## config.mk

```make
export PLATFORM = sky130hd
export DESIGN_NAME = fetch_controller
export DESIGN_NICKNAME = d
export VERILOG_FILES = /design/src/rtl/fetch_controller.sv
export SDC_FILE = /design/constraint.sdc
export NUM_CORES = 1
export LEC_CHECK = 0
export BUFFER_PORTS_ARGS = -buffer_cell sky130_fd_sc_hd__buf_2
export CORE_ASPECT_RATIO = 2
export CORE_UTILIZATION = 52
export CTS_CLUSTER_DIAMETER = 150
export DETAILED_ROUTE_END_ITERATION = 8
export PLACE_DENSITY_LB_ADDON = 0.15
export SLEW_MARGIN = 20
export SYNTH_ARGS = -nofsm -noshare
export SYNTH_HDL_FRONTEND = slang
export SYNTH_SLANG_ARGS = --single-unit
```

## constraint.sdc

```tcl
create_clock -name clk -period 10.5 [get_ports clk]
set_clock_uncertainty 0.2 [all_clocks]
set_input_delay 2.1 -clock clk [delete_from_list [all_inputs] [get_ports clk]]
set_output_delay 2.1 -clock clk [all_outputs]
set_load 0.02 [all_outputs]
```

## src/rtl/fetch_controller.sv

```systemverilog
`default_nettype none
// ============================================================================
// Module      : fetch_controller
// Description : Single-outstanding instruction fetch sequencer with a
//               one-entry hold buffer, decode backpressure and redirect flush.
// Revision    : 1.0 - initial release
// ============================================================================
module fetch_controller #(
    parameter int               XLEN = 64,
    parameter int               ILEN = 32,
    parameter logic [ILEN-1:0]  NOP  = 32'h00000013
) (
    input  logic              clk,
    input  logic              reset,
    input  logic [XLEN-1:0]   pc_in,
    output logic              pc_stall,
    input  logic              redirect,
    input  logic              id_stall,
    output logic              imem_req,
    output logic [XLEN-1:0]   imem_addr,
    input  logic              imem_ready,
    input  logic              imem_rvalid,
    input  logic [ILEN-1:0]   imem_rdata,
    output logic [ILEN-1:0]   instr_out,
    output logic [XLEN-1:0]   instr_pc,
    output logic              instr_valid,
    output logic [31:0]       fetch_count
);

    typedef enum logic [1:0] {
        ST_IDLE = 2'd0,
        ST_REQ  = 2'd1,
        ST_WAIT = 2'd2,
        ST_HOLD = 2'd3
    } state_t;

    state_t             r_state;
    state_t             w_next_state;
    logic               r_drop;
    logic               w_drop_next;
    logic [ILEN-1:0]    r_hold_data;
    logic [XLEN-1:0]    r_req_addr;
    logic               w_load;
    logic [ILEN-1:0]    w_load_data;
    logic               w_hold_wr;
    logic               w_free;
    logic               w_handshake;

    assign w_free      = !instr_valid || !id_stall;
    assign imem_req    = (r_state == ST_REQ);
    assign imem_addr   = imem_req ? pc_in : r_req_addr;
    assign w_handshake = imem_req && imem_ready;

    always_comb begin
        w_next_state = r_state;
        w_drop_next  = r_drop;
        w_load       = 1'b0;
        w_load_data  = r_hold_data;
        w_hold_wr    = 1'b0;
        pc_stall     = 1'b1;
        case (r_state)
            ST_IDLE: w_next_state = ST_REQ;
            ST_REQ: begin
                // A redirect during the handshake cycle poisons the response.
                if (w_handshake) begin
                    w_next_state = ST_WAIT;
                    w_drop_next  = redirect;
                end
            end
            ST_WAIT: begin
                if (imem_rvalid) begin
                    if (r_drop || redirect) begin
                        w_next_state = ST_REQ;
                        w_drop_next  = 1'b0;
                    end else if (w_free) begin
                        w_load       = 1'b1;
                        w_load_data  = imem_rdata;
                        pc_stall     = 1'b0;
                        w_next_state = ST_REQ;
                    end else begin
                        w_hold_wr    = 1'b1;
                        w_next_state = ST_HOLD;
                    end
                end else if (redirect) begin
                    w_drop_next = 1'b1;
                end
            end
            ST_HOLD: begin
                if (redirect) begin
                    w_next_state = ST_REQ;
                end else if (w_free) begin
                    w_load       = 1'b1;
                    w_load_data  = r_hold_data;
                    pc_stall     = 1'b0;
                    w_next_state = ST_REQ;
                end
            end
            default: w_next_state = ST_IDLE;
        endcase
        // The PC register must take the redirect target this cycle.
        if (redirect) begin
            pc_stall = 1'b0;
        end
    end

    always_ff @(posedge clk or posedge reset) begin
        if (reset) begin
            r_state     <= ST_IDLE;
            r_drop      <= 1'b0;
            r_hold_data <= '0;
            r_req_addr  <= '0;
        end else begin
            r_state <= w_next_state;
            r_drop  <= w_drop_next;
            if (w_handshake) begin
                r_req_addr <= pc_in;
            end
            if (w_hold_wr) begin
                r_hold_data <= imem_rdata;
            end
        end
    end

    always_ff @(posedge clk or posedge reset) begin
        if (reset) begin
            instr_out   <= NOP;
            instr_pc    <= '0;
            instr_valid <= 1'b0;
            fetch_count <= '0;
        end else begin
            if (instr_valid && !id_stall && !redirect) begin
                fetch_count <= fetch_count + 32'd1;
            end
            if (redirect) begin
                instr_valid <= 1'b0;
            end else if (w_load) begin
                instr_out   <= w_load_data;
                instr_pc    <= r_req_addr;
                instr_valid <= 1'b1;
            end else if (instr_valid && !id_stall) begin
                instr_valid <= 1'b0;
            end
        end
    end

endmodule
`default_nettype wire

```

# After elaboration in Yosys (flattened, before gate mapping)
# Cells that the tools add are included.
# totals
register_bits	228
latch_bits	0
ramBits	0
romBits	0
input_bits	102
out_inout_bits	195
word_cells	65
n_memories	0
# op_classes
addsub	1
n_mul	0
div	0
n_lt_le_gt_ge	0
eq_ne	8
shift	0
n_mux	33
bitwise_logic	1
n_reduce_logical	14
# op_table
cell	count
$mux W32	4
$mux W64	1
$add A32 B1 Y32 const B	1
$mux W1	18
$mux W2	6
$ne A3 B3 Y1 const B	3
$pmux W2 S4	1
$pmux W1 S2	3
$eq A2 B2 Y1 const B	2
$reduce_and A4 Y1	1
$logic_and A1 B1 Y1	3
$logic_not A1 Y1	3
$reduce_and A3 Y1	1
$reduce_bool A3 Y1	1
$eq A2 B1 Y1 const B	1
$logic_not A2 Y1	1
$logic_or A1 B1 Y1	2
$ne A2 B1 Y1 const B	1
$ne A2 B2 Y1 const B	1
$reduce_and A2 Y1	1
$reduce_bool A2 Y1	1
$not A1 Y1	1

# Logic depth before layout (Yosys ltp)
# depth
depth_word	8
depth_mapped	11
ltp_nobuf	7

# Worst setup path after synthesis
# OpenSTA, ideal clock, no wires.
# synth_timing
path_type	input port to output port
start	input port imem_rvalid
end	output port pc_stall
t_arrival_ns	2.594
t_required_ns	8.200
setup_slack_ns	5.606
cell_stages	3
path_buffers	0
path_cell_list	nand2_2 o22ai_1 a21oi_1
# synth_via
elab_chain_len	3
# synth_rtl
element	line_no	rtl
start, declared	22	input logic imem_rvalid,
$mux W1	71	if (imem_rvalid) begin
$pmux W1 S2	61	case (r_state)
$mux W1	101	if (redirect) begin
end, declared	16	output logic pc_stall,
# Every way passes these cells.

# Worst setup path in the final report
# Same ends and word-level chain as after synthesis.

==> summary.txt <==
Clock network
  – Worst skew pair latency: 480 ps
  – Root Buffer: clkbuf_16
  – CTS Buffer Depth: 3
  – Setup repair bufs after CTS: 0
  – CTS Sinks: 228
  – CTS clk-pin slew, worst paths: about 70 ps
  – CTS buffer count: 20
  – CTS tree: done
  – H-Tree Depth: 1
  – Post-CTS Resized: 0
  – Hold-fix buffers, CTS: 0

Finish
  – Synth-to-Final Area Change: 23.28%
  – Seq. cell area: around 5700 um^2
  – Layout cells sized above 1: 56.18%
  – Final Net Count: about 1100
  – # fillers: approximately 1500
  – Area occupied by multi-input gates: between 4000 and 5000 um^2
  – Final core occ: between 60 and 70%
  – Final instance area: approximately 12000 um^2
  – Final std cells w/o fill: approximately 1300

Floorplan
  – Die Height: approximately 200 um
  – Row count: 71
  – Initial Utilization: 53.40%
  – Ports: 297
  – CORE AREA: ~19000 um^2
  – Die Area: 20030 um^2
  – Chip width: 100.6 um

STA
  – Setup TNS: 0 ps
  – Max Slew Vio Count: 0
  – Fmax: around 200 MHz
  – Final period util: roughly 48%
  – # setup viols final: 0
  – RSZ-0062 raised after global routing: no
  – Least-Margin Pin Slew: approximately 980 ps
  – WHS: roughly 260 ps
  – Final worst slack: around 5500 ps
  – Hold Vio Cnt, Final: 0
  – Fin crit period: about 5000 ps
  – Worst relative slew slack: between 30% and 40%

Placement
  – Placed insts: 1231
  – Port bufs: 296
  – DP Worst Slack: 5504 ps
  – Placed cell area: ~12000 um^2
  – GP Congestion: between 0.8 and 0.9
  – Dpl hpwl: around 16000 um

Global routing
  – Grt ovf: 0
  – Routing usage on met1: 26.61%
  – Largest net degree at the start of global routing: slightly above 100
  – All-Layer GR Usage: 22.58%
  – Initial antenna violation count: 3
  – Vias in the first global route: 6814
  – GR Util met3: between 3 and 4%
  – M2 GR Usage: slightly below 40%
  – Gr busiest metal: met2
  – First-pass GRT wire length: 35260 um

Worst setup path
  – CP max stage cell: buf_2
  – Peak per-stage delay on the critical path: 180 ps
  – Cell-by-cell listing of the critical path: buf_2, nand2_2, o22ai_1, a21oi_1, buf_2
  – CP dominant cell by count: buf_2
  – Worst path required time: a little over 8000 ps
  – Startpoint Class: input port
  – WP data arrival: 2710 ps
  – Endpoint class of the critical path: primary output
  – Critical-path maximum fanout: 5
  – CP Class: input port to primary output

Logic synthesis
  – Sequential element share of the synthesized area: between 50 and 60%
  – Syn Nets: 814
  – Synth warn: 0
  – Post-Synthesis Cells: between 700 and 800
  – Cell area after synthesis: 10100 um^2
  – Post-synth cell types: 39
  – Synthesized flop and latch total: approximately 230
  – Ys async rst share: 100.0%
  – Post-synth EDFFs: 0
  – Main synth FF type: dfrtp_1
  – Synthesized area per cell: between 10 and 15 um^2

Pwr
  – Sw Ratio: about 37%
  – Peak VDD IR: between 0.2 and 0.25 mV
  – P_sw: 1.502 mW
  – Gate power share: 44.9%
  – Clock power frac: approximately a fifth
  – Pwr dens: between 300 and 400 nW/um^2
  – P_leak: between 6 and 7 nW
  – Total power: between 4 and 5 mW
  – P_int: 2.509 mW
  – Sequential Power Share: 36.2%

Drt
  – Remaining antenna violation count: 0
  – Initial DRC count: between 100 and 150
  – Vias per inst: around 5.2
  – Remaining DRCs: 0
  – Wirelength per Cell: 17.96 um
  – Routed wire length: 22790 um
  – DR vias: approximately 6600
  – Drt pass-1 iters: 4

Flow run
  – Max-cap violations: 0

Worst hold path
  – Min-Delay Path Class: flip-flop to flip-flop

Outcome
  – Outcome: complete, no violations
placed cells by master, fill, tap and decap left out, types with 3 or more instances in the layout:
master	instances
xor2_1	11
mux2i_1	32
xnor2_1	20
dfrtp_1	225
o21ai_0	16
buf_4	8
a21oi_1	4
ha_1	3
clkbuf_8	4
and4_1	6
and3_1	5
mux2_4	64
o21ai_1	20
nor2_1	9
inv_1	6
nand2_1	44
nand3_1	13
diode_2	3
clkbuf_16	21
dfstp_2	3
clkbuf_1	6
buf_2	296
nand4_1	10
mux2_2	161
power by group through the flow:
stage / Sequential [mW] / Clock, mW / Combinational [mW]
2_1_floorplan: 1.64 / 0 / 1.09
6_report: 1.45 / 0.758 / 1.80
3_3_place_gp: 1.45 / 0 / 1.80
3_5_place_dp: 1.46 / 0 / 1.82
5_1_grt: 1.50 / 0.811 / 1.92
4_1_cts: 1.45 / 0.778 / 1.82
path summary, 6_finish.rpt:
check / from / end / slack (ps) / depth (start not counted)
max reg2reg: r_state[1] / r_req_addr[36] / 7260 / 6
min: instr_out[0] / instr_out[0] / 260 / 2
min in group asynchronous: reset / r_req_addr[25] / 1510 / 2
min reg2reg: instr_out[0] / instr_out[0] / 260 / 2
max: imem_rvalid / pc_stall / 5490 / 5
max in group asynchronous: reset / instr_out[24] / 6490 / 4
metal layers:
layer / up-vias / wire length, um
met4: 0 / 1073
met2: 231 / 11690
met1: 3274 / 8851
met3: 53 / 1167
li1: 3087 / -
met5: - / 0
synth_stat cells (all sizes together) (9+ instances only):
library cell / count / area (um^2)
dfrtp: 225 / 5630
mux2: 225 / 2774
nand2: 46 / 175.2
o21ai: 36 / 180.2
mux2i: 32 / 320.3
xnor2: 20 / 175.2
clkbuf: 19 / 72.56
buf: 17 / 133.9
nand3: 13 / 65.06
xor2: 11 / 96.34
nand4: 10 / 62.56
nor2: 9 / 33.78
flip-flops by register name (all words and copies together) (netlist names):
signal,count
fetch_count,32
instr_out,32
instr_pc,64
instr_valid,1
r_drop,1
r_hold_data,32
r_req_addr,64
r_state,2
kinds of logic (layout without fill, tap and decap cells):
family,Yosys count,after routing,share of synthesized area (%)
fa+ha+maj,4,4,0.4954
simple gates,99,99,4.941
other cells,0,3,0
xor+xnor,31,31,2.687
mux,257,257,30.63
flops,228,228,56.51
compound gates,46,46,2.440
buf+inv,43,346,2.303
critical path, delay by kind of cell:
kind / cells / cell delay [ps]
simple gates: 1 / 80
compound gates: 2 / 220
buf+inv: 2 / 310
layout make-up:
type	count	share of cell area, %
Sequential cell	228	45.84
Inverter	7	0.2712
Clock buffer	31	4.842
Tap cell	255	2.562
Multi-Input combinational cell	437	33.49
Antenna cell	3	0.06027
Timing Repair Buffer	304	12.38
Clock inverter	4	0.5625
Power figures use the tool's default switching activity.
